--- src/rtl/hex_display_scheduler.sv ---
// Time-shares one external seven-segment decoder across six digits: a held value is
// scanned one nibble per two cycles and each decoded pattern is latched per digit.
module hex_display_scheduler #(
  parameter int unsigned NUM_DIGITS     = 6,
  parameter int unsigned REFRESH_CYCLES = 50000
) (
  input  logic                      clk,
  input  logic                      rst,
  input  logic                      load_valid,
  output logic                      load_ready,
  input  logic [4*NUM_DIGITS-1:0]   load_value,
  input  logic [NUM_DIGITS-1:0]     load_blank,
  input  logic                      load_lz_en,
  output logic [3:0]                dec_hex,
  input  logic [6:0]                dec_seg,
  output logic [6:0]                hex0,
  output logic [6:0]                hex1,
  output logic [6:0]                hex2,
  output logic [6:0]                hex3,
  output logic [6:0]                hex4,
  output logic [6:0]                hex5,
  output logic                      busy,
  output logic                      done
);

  localparam int unsigned VW       = 4 * NUM_DIGITS;
  localparam int unsigned IW       = 3;
  localparam int unsigned CW       = (REFRESH_CYCLES > 2) ? $clog2(REFRESH_CYCLES) : 1;
  localparam bit          REFRESH_EN = (REFRESH_CYCLES != 0);
  localparam logic [CW-1:0] REFRESH_LAST = CW'(REFRESH_CYCLES - 1);
  localparam logic [IW-1:0] LAST_IDX     = IW'(NUM_DIGITS - 1);
  localparam logic [6:0]    SEG_OFF      = 7'h7F;

  typedef enum logic [1:0] {
    S_IDLE  = 2'd0,
    S_ISSUE = 2'd1,
    S_LATCH = 2'd2
  } state_t;

  state_t                r_state;
  logic [IW-1:0]         r_idx;
  logic [3:0]            r_dec_hex;
  logic                  r_busy;
  logic                  r_done;
  logic [VW-1:0]         r_held_value;
  logic [NUM_DIGITS-1:0] r_held_blank;
  logic                  r_held_lz_en;
  logic [CW-1:0]         r_refresh_cnt;
  logic [6:0]            r_hex [NUM_DIGITS];

  logic [NUM_DIGITS-1:0] w_lz_blank;
  logic                  w_digit_dark;
  logic [3:0]            w_nibble;

  // A digit is a leading zero when it and every more significant nibble are zero; HEX0 never is.
  always_comb begin
    w_lz_blank = '0;
    for (int k = 1; k < NUM_DIGITS; k++) begin
      w_lz_blank[k] = r_held_lz_en && ((r_held_value >> (4 * k)) == '0);
    end
  end

  assign w_digit_dark = r_held_blank[r_idx] | w_lz_blank[r_idx];
  assign w_nibble     = r_held_value[{r_idx, 2'b00} +: 4];

  always_ff @(posedge clk) begin
    if (rst) begin
      r_state       <= S_IDLE;
      r_idx         <= '0;
      r_dec_hex     <= '0;
      r_busy        <= 1'b0;
      r_done        <= 1'b0;
      r_held_value  <= '0;
      r_held_blank  <= '0;
      r_held_lz_en  <= 1'b0;
      r_refresh_cnt <= '0;
      for (int k = 0; k < NUM_DIGITS; k++) begin
        r_hex[k] <= SEG_OFF;
      end
    end else begin
      r_done <= 1'b0;
      case (r_state)
        S_IDLE: begin
          if (load_valid) begin
            r_held_value  <= load_value;
            r_held_blank  <= load_blank;
            r_held_lz_en  <= load_lz_en;
            r_refresh_cnt <= '0;
            r_idx         <= '0;
            r_busy        <= 1'b1;
            r_state       <= S_ISSUE;
          end else if (REFRESH_EN && (r_refresh_cnt == REFRESH_LAST)) begin
            r_refresh_cnt <= '0;
            r_idx         <= '0;
            r_busy        <= 1'b1;
            r_state       <= S_ISSUE;
          end else begin
            r_refresh_cnt <= r_refresh_cnt + CW'(1);
          end
        end
        S_ISSUE: begin
          r_dec_hex <= w_nibble;
          r_state   <= S_LATCH;
        end
        S_LATCH: begin
          r_hex[r_idx] <= w_digit_dark ? SEG_OFF : dec_seg;
          if (r_idx == LAST_IDX) begin
            r_busy  <= 1'b0;
            r_done  <= 1'b1;
            r_state <= S_IDLE;
          end else begin
            r_idx   <= r_idx + IW'(1);
            r_state <= S_ISSUE;
          end
        end
        default: r_state <= S_IDLE;
      endcase
    end
  end

  assign load_ready = (r_state == S_IDLE) && !rst;
  assign dec_hex    = r_dec_hex;
  assign busy       = r_busy;
  assign done       = r_done;
  assign hex0       = r_hex[0];
  assign hex1       = r_hex[1];
  assign hex2       = r_hex[2];
  assign hex3       = r_hex[3];
  assign hex4       = r_hex[4];
  assign hex5       = r_hex[5];

endmodule

--- config.mk ---
export PLATFORM = sky130hd
export DESIGN_NAME = hex_display_scheduler
export DESIGN_NICKNAME = d
export VERILOG_FILES = /design/src/rtl/hex_display_scheduler.sv
export SDC_FILE = /design/constraint.sdc
export NUM_CORES = 1
export LEC_CHECK = 0
export ABC_AREA = 1
export CORE_ASPECT_RATIO = 1.2
export CORE_MARGIN = 2
export CORE_UTILIZATION = 40
export CTS_CLUSTER_SIZE = 30
export DETAILED_ROUTE_END_ITERATION = 7
export PLACE_DENSITY = 0.72
export SLEW_MARGIN = 20
export SYNTH_ARGS = -nofsm -noshare
export SYNTH_HDL_FRONTEND = slang
export SYNTH_SLANG_ARGS = --single-unit
--- constraint.sdc ---
create_clock -name clk -period 1.9 [get_ports clk]
set_clock_uncertainty 0.05 [all_clocks]
set_input_delay 0.285 -clock clk [delete_from_list [all_inputs] [get_ports clk]]
set_output_delay 0.285 -clock clk [all_outputs]
set_load 0.03 [all_outputs]
# Word level (Yosys, flattened, before mapping)
# Memories as Yosys holds them, arrays and structs flattened.
# Index checks and enable logic that the tools add are counted.
[classes]
n_addsub = 2
order_cmp = 1
n_eq_ne = 7
shifts = 1
mux = 28
bitwise_logic = 2
reduce_logical = 19
[op_table]
columns = ["operator", "n"]
rows = [
  ["logical NOT 24 bit", 5],
  ["2-to-1 mux 16 bit", 2],
  ["variable part select 24 x 6 -> 4 bit", 1],
  ["adder 16 x 1 -> 16 bit, second input constant", 1],
  ["== test 16 bit, second input constant", 1],
  ["2-to-1 mux 7 bit", 2],
  ["2-to-1 mux 1 bit", 13],
  ["2-to-1 mux 3 bit", 4],
  ["OR reduction 7 bit", 1],
  ["binary-select mux 1 bit (select 3 bit)", 2],
  ["logical AND 1 bit", 6],
  ["case mux 2 bit (3 select lines)", 1],
  ["case mux 3 bit (2 select lines)", 1],
  ["AND reduction 3 bit", 2],
  ["< comparator 3 x 4 -> 1 bit, second input constant", 1],
  ["2-to-1 mux 2 bit", 2],
  ["!= test 2 bit, second input constant", 2],
  ["adder 3 x 1 -> 3 bit, second input constant", 1],
  ["== test 3 bit, second input constant", 1],
  ["!= test 3 bit, second input constant", 1],
  ["== test 2 x 1 -> 1 bit, second input constant", 1],
  ["== test 2 bit, second input constant", 1],
  ["logical NOT 2 bit", 1],
  ["case mux 1 bit (2 select lines)", 1],
  ["6 further kinds", 6],
]
[word_totals]
reg_bits = 58
ram_bits = 42
output_inout_bits = 49
word_cells = 70
mem_count = 1
[memory_table]
columns = ["name", "words", "word_bits", "read_ports", "rd_ports_with_merged_regs", "wr", "line_no", "source"]
rows = [
  ["r_hex", 6, 7, 6, 0, 6, "49", "logic [6:0] r_hex [NUM_DIGITS];"],
]

# Logic depth before layout (Yosys ltp)
[logic_depth]
depth_word = 7
ltp_mapped = 10
ltp_nobuf = 9

# Least setup slack after synthesis
# No wires, ideal clock.
[synth_timing]
path_kind = "register to register"
from = "reg r_state[1]"
to = "mem r_hex[0][0], enable pin"
t_arrival_ps = 1501
required_time_ps = 1469
path_slack_ps = -31
stages_incl_launch_ff = 7
period_less_slack_ps = 1931
cell_sequence = "dfxtp_1 -> inv_2 -> nor2_2 -> nand2_2 -> nor2_2 -> nand2_1 -> o21ai_0"
[synth_rtl]
columns = ["item", "line_no", "source"]
rows = [
  ["start: declaration", "40", "state_t r_state;"],
  ["start signal: assignment", "68", "r_state <= S_IDLE;"],
  ["start signal: assignment", "91", "r_state <= S_ISSUE;"],
  ["start signal: assignment", "96", "r_state <= S_ISSUE;"],
  ["end: declaration", "49", ""],
]

==> results.md <==
* Status: complete, no violations
* Critical Path Most Common Cell: nand2_1
* Slew @ Worst Pin at 0.541 ns
* Cell taking the most area after synthesis: edfxtp_1
* First-pass GRT wire length at about 17000 um
* Slew margin rel. at a little under two thirds
* Metal1 wirelength at 4680 um
* Met2 WL post-DR at around 5900 um
* Max IR drop VDD at 0.444 mV
* Sequential element share of the synthesized area at between 50% and 60%
* Port bufs at 89
* Nets@finish at 674
* Setup Crit Path Kind: flop to flop
* CTS sink count at 100
* Max_cap viols at 0
* Hold Violations, Final at 0
* Simple-gate share of the synthesized area at roughly a quarter
* Synthesis Warnings at 0
* Setup WS pre-CTS at -0.0268 ns
* 1st-pass router iterations at 6
* Worst-path clk slew at 0.07 ns
* Layout cell share with drive strength beyond 1 at around 12%
* Worst EP required at 1.93 ns
* Synth Register Bits at 100
* CTS tree: done
* Hold Path Class: flop to flop
* Placed cells at 746
* GP Congestion at 0.856
* Synth cell count leaders: nor2_1 (101), nand2_1 (63), o21ai_0 (60)
* Count leader, synth: nor2_1
* CTS root buf: clkbuf_16
* Post-synthesis mux area share at 0%
* H-tree depth at 3
* Post-Synth XOR/XNOR Area at 0.581%
* GRT overflow at 0
* Global Route Usage Sum at between 15 and 20%
* Slew Limit Fails at 0
* DRT antenna net count at 0
* Distinct cells, synth at 34
* PD cells at 862 nW/um2
* Max Fclk at 554 MHz
* Design area at 6060 um2
* Cells along the critical path: buf_4 > nor2_1 > nor2_1 > o21ai_1 > nand2_1 > nand2_1 > nand2_1 > a21oi_4 > buf_12 > clkbuf_16 > nand4_1
* Ant diodes at 0
* Clock Tree Buf Depth at 2
* Total wire length at 11400 um
* Initial antenna violation count at 0
* Die ar. at 12200 um2
* Final worst slack at 0.0944 ns
* Num rows at 42
* Post-DP HPWL at 7960 um
* Post-Synth Adder-Cell Area at 0.830%
* Chip height at 120 um
* Post-synth EDFFs at 42
* Fillers at 1017
* Core Area at 11000 um2
* Ranking of synthesized cells by area: edfxtp_1 (28%), dfxtp_1 (26%), nor2_1 (8.4%)
* Final Hold Slack at 0.434 ns
* Highest metal used: met4
* Top FF cell, synth: dfxtp_1
* Compound-gate portion of the synthesized area at between 10 and 15%
* Starting Density at 41.0%
* Slowest cell on crit path: dfxtp_4
* Crit path DAT at 1.84 ns
* CTS Buf Count at 9
* Ys async rst share at 0%
* Final total power at 5.23 mW
* Remaining DRCs at 0
* Met3 wire len at 620 um
* Largest family of logic cells by synthesized area: simple AND/OR/NAND/NOR gates
* DR vias/cell at 5.28
* DR WL/cell at 14.9 um
* Clk_lat worst skew at 0.35 ns
* # setup viols final at 0
* Initial DRC Count at 212
* Area share of the largest cell type after synthesis at 27.9%
* Worst Path Max Fanout at 11
* Syn Inst Count at 529
* Area after DPL at 5600 um2
* Hold-fix buffer count after cts at 0
* Vias in the first global route at 3687
* Largest net degree at the start of global routing at 51
* Vias post-DR at 4051
* Boundary pin count at 90
* Leakage at between 2 and 2.5 nW
* Synth Net Count at 573
* Die X at 101 um
* Max stage delay on crit path at 0.37 ns
* Setup crit end kind: flop
* Minimum clock period after layout at around 1.8 ns
* Avg Cell Area, Syn at 8.55 um2
* Startpoint Class: flop
* Post-Layout Cell Count at 767
* Mapped Area at around 4500 um2
* Tcrit/Tclk final at 95.0%
* Area growth from synthesis to layout at 34.1%
## where the power goes
| part | total, mW | internal, mW | switching [mW] |
|---|---|---|---|
| clock | 2.11 | 1.32 | 0.791 |
| sequential | 2.38 | 2.32 | 0.0613 |
| combinational | 0.731 | 0.318 | 0.413 |
## cell usage in the layout (no fill, tap or decap), drive strengths merged
| cell | count |
|---|---|
| a21oi | 28 |
| xnor2 | 1 |
| ha | 3 |
| a22oi | 1 |
| clkdlybuf4s50 | 88 |
| clkinv | 1 |
| nor3 | 5 |
| a31oi | 5 |
| inv | 40 |
| o21ai | 67 |
| nor2 | 116 |
| clkinvlp | 1 |
| edfxtp | 42 |
| o22ai | 1 |
| nand3 | 46 |
| clkbuf | 13 |
| xor2 | 2 |
| or2 | 5 |
| bufinv | 3 |
| dfxtp | 58 |
| buf | 24 |
| o21a | 1 |
| nand2 | 65 |
| o31ai | 1 |
| nand4 | 18 |
## per-stage QoR
step | TNS (ns) | util (%)
CTS | 0 | 53.9
global placement | 0 | 50.7
floorplan | -0.441 | -
finish | 0 | 54.9
detailed placement | -0.0422 | 50.7
global route | -0.00460 | 54.9
## layer usage
metal,track usage [%],vias to the layer above
met5,0,-
met4,8.36,0
met3,2.14,20
met2,31.4,159
met1,21.8,1882
li1,-,1990
## path summary, 6_finish.rpt
kind | startpoint | to | cells past startpoint | slack [ns]
hold reg to reg | r_refresh_cnt[15]$_SDFFE_PP0N_ | r_refresh_cnt[15]$_SDFFE_PP0N_ | 2 | 0.43
setup / recovery | r_idx[1]$_SDFFE_PP0P_ | r_hex[0][3]$_SDFFCE_PN1P_ | 11 | 0.09
hold / removal | r_refresh_cnt[15]$_SDFFE_PP0N_ | r_refresh_cnt[15]$_SDFFE_PP0N_ | 2 | 0.43
setup reg to reg | r_idx[1]$_SDFFE_PP0P_ | r_hex[0][3]$_SDFFCE_PN1P_ | 11 | 0.09
## kinds of logic (layout without fill, tap and decap cells)
kind of cell | Yosys count | in the layout
XOR/XNOR | 3 | 3
buffers and inverters | 64 | 170
flip-flops | 100 | 100
AO/OA/AOI/OAI | 104 | 104
AND/OR/NAND/NOR | 255 | 255
adder cells (fa/ha/maj) | 3 | 3
## what timing repair did
| item | in CTS | in global routing |
|---|---|---|
| endpoints found under the setup margin | 0 | 39 |
| resized for setup | 0 | 3 |
| setup buffers | 0 | 1 |
## worst max-delay path, delay by kind of cell, from the launching register on
kind                   cells  cell delay [ns]
DFF                        1             0.37
and+or+nand+nor            6             0.44
AOI/OAI and AO/OA          2             0.21
buffers and inverters      3             0.47
## state kept, by name, indices dropped and copies added (netlist names)
name,cells
r_held_lz_en,1
dec_hex,4
r_held_blank,6
r_refresh_cnt,16
done,1
r_held_value,24
busy,1
r_hex,42
r_idx,3
r_state,2
## final cells by class
class / count / area (um2) / share of cell area (%)
well taps: 132 / 165 / 2.73
repair buffers: 115 / 1180 / 19.4
clock inverters: 6 / 109 / 1.80
multi-input cells: 365 / 1790 / 29.5
inverters: 39 / 159 / 2.62
clock buffers: 10 / 239 / 3.94
flip-flops and latches: 100 / 2430 / 40.0
Note: power is estimated with default switching activity, not from simulation.
